[src/rtl/ifu_fetch_queue_if.sv]
// ----------------------------------------------------------------------------
// Module      : ifu_fetch_queue_if
// Description : Fetch-queue bus bundle: imem port, redirect and decode handshake.
// Revision    : 1.0 - initial release
// ----------------------------------------------------------------------------
`default_nettype none

interface ifu_fetch_queue_if #(
  parameter int INSTR_SIZE = 32
);
  logic                  imem_req;
  logic [31:0]           imem_addr;
  logic [INSTR_SIZE-1:0] imem_rdata;
  logic                  redirect_valid;
  logic [31:0]           redirect_pc;
  logic                  if_valid;
  logic                  if_ready;
  logic [INSTR_SIZE-1:0] if_instr;
  logic [31:0]           if_pc;

  modport master (
    output imem_req, imem_addr, if_valid, if_instr, if_pc,
    input  imem_rdata, redirect_valid, redirect_pc, if_ready
  );

  modport slave (
    input  imem_req, imem_addr, if_valid, if_instr, if_pc,
    output imem_rdata, redirect_valid, redirect_pc, if_ready
  );
endinterface

`default_nettype wire

[src/rtl/ifu_fetch_queue.sv]
// ----------------------------------------------------------------------------
// Module      : ifu_fetch_queue
// Description : Sequential instruction fetch with credit-limited queue to decode.
// Revision    : 1.0 - initial release
// ----------------------------------------------------------------------------
`default_nettype none

module ifu_fetch_queue #(
  parameter logic [31:0] RESET_PC   = 32'h0000_0000,
  parameter int          FIFO_DEPTH = 4,
  parameter int          INSTR_SIZE = 32
) (
  input  wire logic          sys_clk,
  input  wire logic          sys_rst_n,
  ifu_fetch_queue_if.master  bus
);

  localparam int                 c_PTR_W = (FIFO_DEPTH > 1) ? $clog2(FIFO_DEPTH) : 1;
  localparam int                 c_CNT_W = c_PTR_W + 1;
  localparam logic [c_CNT_W:0]   c_DEPTH = (c_CNT_W + 1)'(FIFO_DEPTH);

  logic [31:0]           r_pc;
  logic [31:0]           r_req_pc;
  logic                  r_run;
  logic                  r_inflight;
  logic [c_PTR_W-1:0]    r_wr_ptr;
  logic [c_PTR_W-1:0]    r_rd_ptr;
  logic [c_CNT_W-1:0]    r_count;
  logic [31:0]           r_pc_mem    [FIFO_DEPTH];
  logic [INSTR_SIZE-1:0] r_instr_mem [FIFO_DEPTH];

  logic w_redirect;
  logic w_credit;
  logic w_issue;
  logic w_push;
  logic w_pop;
  logic w_unused;

  assign w_redirect = bus.redirect_valid & r_run;
  // Credits use registered occupancy only; a pop this cycle frees a slot next cycle.
  assign w_credit   = ({1'b0, r_count} + {{c_CNT_W{1'b0}}, r_inflight}) < c_DEPTH;
  assign w_issue    = r_run & ~bus.redirect_valid & w_credit;
  assign w_push     = r_inflight & ~w_redirect;
  assign w_pop      = (r_count != '0) & bus.if_ready & ~w_redirect;
  assign w_unused   = ^bus.redirect_pc[1:0];

  always_ff @(posedge sys_clk) begin
    if (!sys_rst_n) begin
      r_pc       <= RESET_PC;
      r_req_pc   <= RESET_PC;
      r_run      <= 1'b0;
      r_inflight <= 1'b0;
      r_wr_ptr   <= '0;
      r_rd_ptr   <= '0;
      r_count    <= '0;
    end else begin
      r_run <= 1'b1;
      if (w_redirect) begin
        r_pc       <= {bus.redirect_pc[31:2], 2'b00};
        r_inflight <= 1'b0;
        r_wr_ptr   <= '0;
        r_rd_ptr   <= '0;
        r_count    <= '0;
      end else begin
        if (w_issue) begin
          r_pc     <= r_pc + 32'd4;
          r_req_pc <= r_pc;
        end
        r_inflight <= w_issue;
        if (w_push) r_wr_ptr <= r_wr_ptr + c_PTR_W'(1);
        if (w_pop)  r_rd_ptr <= r_rd_ptr + c_PTR_W'(1);
        case ({w_push, w_pop})
          2'b10:   r_count <= r_count + c_CNT_W'(1);
          2'b01:   r_count <= r_count - c_CNT_W'(1);
          default: r_count <= r_count;
        endcase
      end
    end
  end

  // Queue storage carries no reset; occupancy alone decides what is valid.
  always_ff @(posedge sys_clk) begin
    if (w_push) begin
      r_pc_mem[r_wr_ptr]    <= r_req_pc;
      r_instr_mem[r_wr_ptr] <= bus.imem_rdata;
    end
  end

  assign bus.imem_req  = w_issue;
  assign bus.imem_addr = r_pc;
  assign bus.if_valid  = (r_count != '0);
  assign bus.if_instr  = r_instr_mem[r_rd_ptr];
  assign bus.if_pc     = r_pc_mem[r_rd_ptr];

endmodule

`default_nettype wire
[src/flat_wrapper.sv]
// flat-port wrapper written by rule: the top's interface ports become plain ports
module ifu_fetch_queue_flat 
#(
  parameter logic [31:0] RESET_PC   = 32'h0000_0000,
  parameter int          FIFO_DEPTH = 4,
  parameter int          INSTR_SIZE = 32
)
  (sys_clk, sys_rst_n, bus_imem_req, bus_imem_addr, bus_if_valid, bus_if_instr, bus_if_pc, bus_imem_rdata, bus_redirect_valid, bus_redirect_pc, bus_if_ready);
  ifu_fetch_queue_if #(.INSTR_SIZE(INSTR_SIZE)) bus_i ();
  input  wire logic sys_clk;
  input  wire logic sys_rst_n;
  output wire logic [$bits(bus_i.imem_req)-1:0] bus_imem_req;
  output wire logic [$bits(bus_i.imem_addr)-1:0] bus_imem_addr;
  output wire logic [$bits(bus_i.if_valid)-1:0] bus_if_valid;
  output wire logic [$bits(bus_i.if_instr)-1:0] bus_if_instr;
  output wire logic [$bits(bus_i.if_pc)-1:0] bus_if_pc;
  input wire logic [$bits(bus_i.imem_rdata)-1:0] bus_imem_rdata;
  input wire logic [$bits(bus_i.redirect_valid)-1:0] bus_redirect_valid;
  input wire logic [$bits(bus_i.redirect_pc)-1:0] bus_redirect_pc;
  input wire logic [$bits(bus_i.if_ready)-1:0] bus_if_ready;
  assign bus_imem_req = bus_i.imem_req;
  assign bus_imem_addr = bus_i.imem_addr;
  assign bus_if_valid = bus_i.if_valid;
  assign bus_if_instr = bus_i.if_instr;
  assign bus_if_pc = bus_i.if_pc;
  assign bus_i.imem_rdata = bus_imem_rdata;
  assign bus_i.redirect_valid = bus_redirect_valid;
  assign bus_i.redirect_pc = bus_redirect_pc;
  assign bus_i.if_ready = bus_if_ready;
  ifu_fetch_queue #(.RESET_PC(RESET_PC), .FIFO_DEPTH(FIFO_DEPTH), .INSTR_SIZE(INSTR_SIZE)) u_core (.sys_clk(sys_clk), .sys_rst_n(sys_rst_n), .bus(bus_i));
endmodule
[config.mk]
export PLATFORM = sky130hd
export DESIGN_NAME = ifu_fetch_queue_flat
export DESIGN_NICKNAME = d
export VERILOG_FILES = /design/src/rtl/ifu_fetch_queue_if.sv /design/src/rtl/ifu_fetch_queue.sv /design/src/flat_wrapper.sv
export SDC_FILE = /design/constraint.sdc
export NUM_CORES = 1
export LEC_CHECK = 0
export CORE_MARGIN = 1.5
export CORE_UTILIZATION = 48
export CTS_BUF_LIST = sky130_fd_sc_hd__clkbuf_8 sky130_fd_sc_hd__clkbuf_16
export DETAILED_ROUTE_END_ITERATION = 12
export GPL_TIMING_DRIVEN = 0
export PLACE_DENSITY_LB_ADDON = 0.25
export SYNTH_ARGS = -nofsm -noshare
export SYNTH_HDL_FRONTEND = slang
export SYNTH_SLANG_ARGS = --single-unit
[constraint.sdc]
create_clock -name sys_clk -period 2.95 [get_ports sys_clk]
set_input_delay 0.4425 -clock sys_clk [delete_from_list [all_inputs] [get_ports sys_clk]]
set_output_delay 0.4425 -clock sys_clk [all_outputs]
set_load 0.02 [all_outputs]
==> flow_metrics.tcl, run 1 <==
set metrics [dict create \
    p_total_w 0.0100 \
    clk_pin_slew_ns 0.06 \
    criticalPathCategory "reg2out" \
    leakage_nw 5.05 \
    initial_core_util_pct 48.6 \
    clkPwrFrac_pct 45.2 \
    drt_iter0_drc 589 \
    via_per_inst 5.57 \
    period_needed_ns 2.88 \
    rsz0062_at_grt "yes" \
    slew-limit-headroom_pct 38.2 \
    row_count 58 \
    synth_edf_count 248 \
    h-tree-depth 2 \
    grt_use_total_pct 20.0 \
    pwr-share-seq_pct 49.4 \
    max_cap_violations 0 \
    setup_violations 0 \
    ios 166 \
    synth_cell_types 51 \
    outcome "complete, no violations" \
    utilization_pct 62.2 \
    p_comb_share_pct 5.4 \
    die_h_microns 163 \
    syn_to_final_growth_pct 27.8 \
    reg2reg_from "u_core.r_run$_DFF_P_" \
    fin_hold_ws_ns 0.429 \
    cp_slowest_cell "mux4_2" \
    powerDensity_nw_per_um2 643 \
    swShare_pct 20.2 \
    finalHoldViolCount 0 \
    synth.area.top_cells "edfxtp_1 61%, dfxtp_1 12%, mux4_2 11%, nand2_1 2.4%, a21oi_1 2.3%" \
    cts_buffers 34 \
    p_int_w 0.00800 \
    endpoint_kind "output pin" \
    clkSinkCount 319 \
    cts_tree "done" \
    clk_path_buf_depth 3 \
    skew_ns 0.0157 \
    place.gp.congestion 0.850 \
    drv_slew 0 \
    grt_pass1_vias 7212 \
    fmax_mhz 347 \
    setup.worst_path.start_class "register" \
    worstPathMaxFanout 10 \
    nNetsFinal 1004 \
    cp_top_family "buffers and inverters" \
    antenna_left 0 \
    grt_max_degree 49 \
    drt-pass1-iter-count 5 \
    synth_commonest_cells "248 x edfxtp_1, 78 x nand2_1, 71 x dfxtp_1" \
    yosysWarnings 0 \
    wirelength_mm 25.7 \
    tightest_slew_ns 0.927 \
    synth.most_common_cell "edfxtp_1" \
    post-dp-hpwl_mm 16.5 \
    fin_crit_sh_pct 97.6 \
    post_drt_wl_per_cell_microns 20.0 \
    antenna_cells 0 \
    grt_overflow_total 0 \
    die_w_microns 163 \
    synth_top_cell_by_area "edfxtp_1" \
    avgSynthCellArea_sq_um 16.7 \
    hold_path.class "in2reg" \
    drcViolationCount 0 \
    cts_root_buf "clkbuf_16" \
    critPathMaxStageDelay_ns 0.56 \
    cp.required_ns 2.51 \
    synth_area_sq_um 12200 \
    grt_antenna_before_repair 0 \
    power_switching_w 0.00203 \
    grt_pass1_wl_mm 40.0 \
    synthCells 730 \
    ys_seq_elements 319 \
    peakVddDrop_mv 0.362 \
    async_reset_ff_share_pct 0 \
    worstPathCellList "buf_4 > mux4_2 > clkdlybuf4s50_1" \
    critPathBufInv 2 \
    via_count 7143 \
    crit_arrival_ns 2.44 \
    dieArea_sq_um 26400 \
    synth_top_area_share_pct 61.0 \
    drive_gt1_share_pct 17.2 \
    port_buffers 159 \
    worstHoldStart "sys_rst_n" \
    core_area_sq_um 25100 \
    synthFlopType "edfxtp_1" \
    hold_buffers 0 \
    yosysSeqAreaShare_pct 72.6 \
    clk_latency_ns 0.51 \
]
what timing repair did:
action	CTS	global route
resized for setup	12	12
setup endpoints to repair	63	60
setup buffers	0	0
cells by family (layout without fill, tap and decap cells):
| kind of cell | after synthesis | in the layout | synth area share [%] |
|---|---|---|---|
| AO/OA/AOI/OAI | 104 | 104 | 4.95 |
| XOR/XNOR | 17 | 17 | 1.22 |
| adder cells (fa/ha/maj) | 7 | 7 | 0.779 |
| buffers and inverters | 55 | 275 | 2.18 |
| flip-flops | 319 | 319 | 72.6 |
| multiplexers | 65 | 65 | 11.7 |
| other | 1 | 4 | 0.0307 |
| AND/OR/NAND/NOR | 162 | 162 | 6.54 |
stage by stage:
stage / TNS [ns] / std cells / instance area (sq um) / setup slack (ns)
global placement: -447.41 / 1222 / 14200 / -1.84
detailed placement: -2.82 / 1226 / 14400 / -0.282
CTS: -4.25 / 1283 / 15600 / -0.108
finish: 0 / 1283 / 15600 / 0.0697
floorplan: 0 / 733 / 12200 / 0.151
global route: -0.713 / 1283 / 15600 / -0.0396
registers in the layout (all words and copies together) (netlist names), named ones only:
| name | flops |
|---|---|
| u_core.r_run | 1 |
| u_core.r_instr_mem | 128 |
| u_core.r_pc_mem | 120 |
| u_core.bus.imem_addr | 30 |
| u_core.r_count | 3 |
| u_core.r_wr_ptr | 2 |
| u_core.r_inflight | 1 |
| u_core.r_rd_ptr | 2 |
| u_core.r_req_pc | 30 |
metal layers:
metal | up-vias | routed length (microns) | GRT usage, %
li1 | 3255 | - | -
met1 | 3558 | 11300 | 28.6
met2 | 293 | 12200 | 31.5
met3 | 37 | 1760 | 4.02
met4 | 0 | 448 | 5.25
met5 | - | 0 | 0
worst paths after layout:
path / end / slack, ns / depth (start not counted)
worst max-delay path: bus_if_instr[19] / 0.07 / 3
worst min register to register: u_core.r_req_pc[19]$_SDFFE_PN0P_ / 0.50 / 2
worst max register to register: u_core.r_count[2]$_SDFFE_PP0P_ / 0.65 / 10
worst min-delay path: u_core.r_run$_DFF_P_ / 0.43 / 1
cell type report:
type / count / area, sq um
multi-input combinational: 359 / 3110
tap: 330 / 413
sequential: 319 / 8870
clock inverter: 19 / 238
inverter: 12 / 45.0
buffer: 40 / 238
fill: 1893 / 9500
timing repair buffer: 163 / 1700
clock buffer: 41 / 992
power groups by stage:
stage	Combinational, W	Clock (W)	Sequential [W]
floorplan	0.000232	0	0.00506
global placement	0.000531	0	0.00505
detailed placement	0.000543	0	0.00505
CTS	0.000544	0.00462	0.00496
global route	0.000580	0.00480	0.00497
finish	0.000540	0.00453	0.00496
cell usage in the layout (no fill, tap or decap), types with 3 or more instances in the layout:
cell type / synthesis / final
a211oi_1: 4 / 4
a21oi_1: 55 / 55
a22oi_1: 4 / 4
a31oi_1: 3 / 3
and2_1: 3 / 3
and3_1: 13 / 9
and3_4: 0 / 4
and4_1: 4 / 4
buf_1: 5 / 3
buf_16: 0 / 4
buf_4: 6 / 11
bufinv_16: 0 / 5
clkbuf_1: 23 / 15
clkbuf_16: 0 / 38
clkbuf_2: 0 / 6
clkbuf_8: 3 / 6
clkdlybuf4s50_1: 0 / 159
clkinv_2: 0 / 5
clkinvlp_4: 0 / 3
conb_1: 1 / 4
dfxtp_1: 71 / 69
edfxtp_1: 248 / 248
ha_1: 6 / 6
inv_1: 10 / 11
mux4_2: 62 / 62
nand2_1: 78 / 78
nand3_1: 13 / 13
nand4_1: 6 / 6
nor2_1: 18 / 18
nor3_1: 6 / 6
nor4_1: 8 / 8
o21ai_0: 21 / 21
o31a_1: 4 / 4
or3_1: 4 / 4
xnor2_1: 11 / 11
xor2_1: 6 / 6
No activity file was read; power rests on OpenSTA's default activity.
==> inputs of run 2 (changes only) <==
Settings changed: CAP_MARGIN from default to 10, CORE_UTILIZATION 48 to 35.
==> flow_metrics.tcl, run 2 (synthesis results as in run 1) <==
set metrics [dict create \
    criticalPathCategory "reg2out" \
    utilization_pct 45.4 \
    endpoint_kind "output pin" \
    cts_resized 19 \
    port_buffers 159 \
    crit_arrival_ns 2.38 \
    peakVddDrop_mv 0.313 \
    via_per_inst 4.94 \
    drt_iter0_drc 420 \
    via_count 6952 \
    h-tree-depth 2 \
    period_needed_ns 2.82 \
    post-dp-hpwl_mm 17.5 \
    skew_ns 0.0188 \
    row_count 68 \
    worstPathMaxFanout 19 \
    final_cell_mix "248 x edfxtp_1, 159 x clkdlybuf4s50_1, 78 x nand2_1" \
    leakage_nw 5.03 \
    grt_pass1_vias 7030 \
    finalHoldViolCount 0 \
    powerDensity_nw_per_um2 620 \
    post_drt_wl_per_cell_microns 19.5 \
    outcome "complete, no violations" \
    hold_path.class "in2reg" \
    core_area_sq_um 34500 \
    initial_core_util_pct 35.4 \
    drcViolationCount 0 \
    rsz0062_at_grt "no" \
    cts_buffers 35 \
    antenna_left 0 \
    max_flop_register "u_core.r_instr_mem" \
    top_regs "u_core.r_instr_mem (128), u_core.r_pc_mem (120)" \
    place.gp.congestion 0.786 \
    dp.cells 1351 \
    fmax_mhz 354 \
    instances_no_fill 1408 \
    setup_violations 0 \
    cp.required_ns 2.51 \
    drt-pass1-iter-count 4 \
    hold_buffers 0 \
    grt_max_degree 43 \
    tightest_slew_ns 0.895 \
    dieArea_sq_um 36000 \
    cts_root_buf "clkbuf_16" \
    final_common_cell "edfxtp_1" \
    largest_reg_flops 128 \
    nNetsFinal 1005 \
    post_cts_buffers 0 \
    tns_ns 0 \
    slew-limit-headroom_pct 40.3 \
    fin_crit_sh_pct 95.7 \
    clk_pin_slew_ns 0.06 \
    clk_path_buf_depth 3 \
    clkSinkCount 319 \
    wirelength_mm 27.5 \
    setup.worst_path.start_class "register" \
    syn_to_final_growth_pct 28.1 \
    drive_gt1_share_pct 16.2 \
    die_h_microns 190 \
    dp_slack_ns -0.321 \
    cts_tree "done" \
    die_w_microns 190 \
    final_area_sq_um 15700 \
    ios 166 \
    clk_latency_ns 0.51 \
    max_cap_violations 0 \
    grt_pass1_wl_mm 42.0 \
    placed_area_sq_um 14500 \
    antenna_cells 0 \
    grt_overflow_total 0 \
    drv_slew 0 \
    grt_antenna_before_repair 0 \
    grt_use_total_pct 15.4 \
    setup_ws_ns 0.127 \
]
-- run 2: path summary, 6_finish.rpt --
check	start	end	slack (ns)	cells past startpoint
worst min register to register	u_core.bus.imem_addr[31]$_SDFFE_PN0P_	u_core.r_req_pc[31]$_SDFFE_PN0P_	0.49	2
worst max-delay path	u_core.r_inflight$_SDFF_PP0_	bus_imem_req	0.13	5
worst max register to register	u_core.r_inflight$_SDFF_PP0_	u_core.r_req_pc[29]$_SDFFE_PN0P_	0.59	7
worst min-delay path	sys_rst_n	u_core.r_run$_DFF_P_	0.42	1
-- run 2: power by group --
group	switching, W	total (W)	internal, W
registers	0.0000680	0.00496	0.00489
logic	0.000279	0.000549	0.000270
clock network	0.00166	0.00420	0.00254
total	0.00201	0.00971	0.00770
-- run 2: stage by stage --
| stage | hold WS [ns] | power [W] |
|---|---|---|
| after floorplan | 0.460 | 0.00529 |
| after global placement | 0.477 | 0.00560 |
| after detailed placement | 0.483 | 0.00561 |
| after CTS | 0.407 | 0.00983 |
| after global routing | 0.421 | 0.0100 |
| final | 0.425 | 0.00971 |
-- run 2: worst max-delay path, stage by stage, from the launching register on --
cell and delay [ns]:
dfxtp_1 0.29, clkbuf_1 0.21, nand3_1 0.22, nand2_2 0.14, inv_2 0.34, clkdlybuf4s50_1 0.69
-- run 2: cell type report --
class / instances / area (sq um)
Tap cell: 455 / 569
Fill cell: 3043 / 18800
Inverter: 12 / 45.0
Sequential cell: 319 / 8870
Multi-Input combinational cell: 359 / 3110
Clock buffer: 38 / 940
Timing Repair Buffer: 163 / 1700
Clock inverter: 22 / 178
Buffer: 40 / 234
-- run 2: layer usage --
| metal | wire (microns) | track usage, % | vias to the layer above |
|---|---|---|---|
| met5 | 0 | 0 | - |
| met4 | 346 | 3.69 | 0 |
| met3 | 1610 | 3.38 | 26 |
| met2 | 12800 | 24.3 | 219 |
| met1 | 12800 | 21.8 | 3454 |
| li1 | - | - | 3253 |
==> inputs of run 3 (changes only) <==
Settings changed: CORE_ASPECT_RATIO from default to 0.8.
==> flow_metrics.tcl, run 3 (synthesis results as in run 1) <==
set metrics [dict create \
    row_count 60 \
    hold_end "u_core.r_run$_DFF_P_" \
    drt-pass1-iter-count 5 \
    grt_antenna_before_repair 0 \
    endpoint_kind "output pin" \
    syn_to_final_growth_pct 27.9 \
    setup.worst_path.start_class "register" \
    port_buffers 159 \
    final_cell_mix "248 x edfxtp_1, 158 x clkdlybuf4s50_1, 78 x nand2_1" \
    antenna_left 0 \
    final_common_cell "edfxtp_1" \
    swShare_pct 20.5 \
    fmax_mhz 349 \
    cp.required_ns 2.51 \
    cts_root_buf "clkbuf_16" \
    finalHoldViolCount 0 \
    holdPathStages 1 \
    wirelength_mm 27.8 \
    post-dp-hpwl_mm 18.2 \
    top_regs "u_core.r_instr_mem (128), u_core.r_pc_mem (120)" \
    r2r_slack_ns 0.66 \
    antenna_cells 0 \
    clk_latency_ns 0.57 \
    initial_core_util_pct 35.9 \
    max_cap_violations 0 \
    outcome "complete, no violations" \
    place.gp.congestion 0.812 \
    skew_ns 0.0181 \
    power_switching_w 0.00198 \
    rsz0062_at_grt "yes" \
    via_count 6982 \
    grt_max_degree 46 \
    drcViolationCount 0 \
    tightest_slew_ns 0.885 \
    drv_slew 0 \
    h-tree-depth 1 \
    clkSinkCount 319 \
    slew-limit-headroom_pct 41.0 \
    powerDensity_nw_per_um2 618 \
    max_flop_register "u_core.r_instr_mem" \
    criticalPathCategory "reg2out" \
    fin_crit_sh_pct 97.1 \
    grt_overflow_total 0 \
    dp.cells 1361 \
    setup_violations 0 \
    core_area_sq_um 34000 \
    grt_use_total_pct 15.6 \
    drt_iter0_drc 499 \
    worstPathCellList "buf_4 > mux4_2 > clkdlybuf4s50_1" \
    grt_pass1_vias 7270 \
    die_h_microns 170 \
    dp_slack_ns -0.371 \
    cp_top_family "buffers and inverters" \
    critPathBufInv 2 \
    tns_ns 0 \
    via_per_inst 4.94 \
    dieArea_sq_um 36000 \
    clkPwrFrac_pct 42.9 \
    drive_gt1_share_pct 15.8 \
    hold_buffers 0 \
    reg2regPathDepth 4 \
    grt_pass1_wl_mm 42.7 \
    peakVddDrop_mv 0.347 \
    clk_path_buf_depth 3 \
    nNetsFinal 1000 \
    leakage_nw 4.99 \
    post_drt_wl_per_cell_microns 19.7 \
    clk_pin_slew_ns 0.07 \
    setup_ws_ns 0.0865 \
    instances_no_fill 1414 \
    critPathMaxStageDelay_ns 0.56 \
    die_w_microns 212 \
    p_int_w 0.00766 \
    r2r-end "u_core.r_instr_mem[0][28]$_DFFE_PP_" \
    worstHoldStart "sys_rst_n" \
    crit_arrival_ns 2.42 \
    pwr-share-seq_pct 51.5 \
    ios 166 \
    p_comb_share_pct 5.7 \
    cts_tree "done" \
    cts_buffers 31 \
    utilization_pct 45.9 \
    fin_hold_ws_ns 0.381 \
    cp_slowest_cell "mux4_2" \
    largest_reg_flops 128 \
    reg2reg_from "u_core.r_run$_DFF_P_" \
    period_needed_ns 2.86 \
    hold_path.class "in2reg" \
    worstPathMaxFanout 10 \
    post_cts_buffers 0 \
]
run 3: changes by cell type in the layout (fill, tap and decap cells not counted), moves of 4 or more:
cell,previous run,this run
clkbuf_16,37,31
bufinv_16,3,7
inv_1,20,15
clkinv_1,3,9
run 3: cell type report:
cell class                      instances  area [sq um]
Fill cell                            2998         18400
Sequential cell                       319          8870
Multi-Input combinational cell        359          3110
Timing Repair Buffer                  163          1700
Clock buffer                           31           776
Tap cell                              465           582
Clock inverter                         26           292
Buffer                                 39           238
Inverter                               12          46.3
run 3: worst max-delay path by stage:
stage	from	to	slack [ns]	cells past startpoint
after floorplan	bus_redirect_valid	u_core.r_instr_mem[0][0]$_DFFE_PP_	0.15	3
after detailed placement	register	bus_if_pc[15]	-0.37	4
after CTS	register	bus_if_pc[7]	0.008	3
after global routing	register	bus_if_instr[8]	-0.03	3
after global placement	bus_redirect_valid	u_core.r_instr_mem[0][28]$_DFFE_PP_	-2.04	4
final	register	bus_if_pc[28]	0.09	3
run 3: power groups by stage:
stage,Clock (W),Combinational [W],Sequential [W]
2_1_floorplan,0,0.000232,0.00506
5_1_grt,0.00438,0.000587,0.00497
6_report,0.00413,0.000546,0.00496
3_3_place_gp,0,0.000544,0.00506
4_1_cts,0.00424,0.000553,0.00496
3_5_place_dp,0,0.000551,0.00506
run 3: layer usage:
metal / track usage (%) / routed length, microns / up-vias
li1: - / - / 3240
met5: 0 / 0 / -
met2: 24.3 / 12100 / 231
met4: 3.63 / 591 / 0
met1: 22.2 / 13200 / 3472
met3: 3.82 / 1870 / 39
run 3: repair_timing:
| item | CTS | global route |
|---|---|---|
| hold endpoints to repair | 0 | 0 |
| endpoints found under the setup margin | 63 | 23 |
| resized for setup | 21 | 3 |
run 3: metrics by stage:
stage	instance area (sq um)	total power (W)
after global placement	14400	0.00560
after detailed placement	14500	0.00561
after global routing	15600	0.00994
after floorplan	12200	0.00529
after CTS	15600	0.00975
final	15600	0.00964
run 3: worst reg2reg max path: stages, from the launching register on:
cell      delay [ns]
dfxtp_1         0.35
nand2_1         0.18
clkbuf_1        0.50
and3_4          0.60
buf_16          0.30
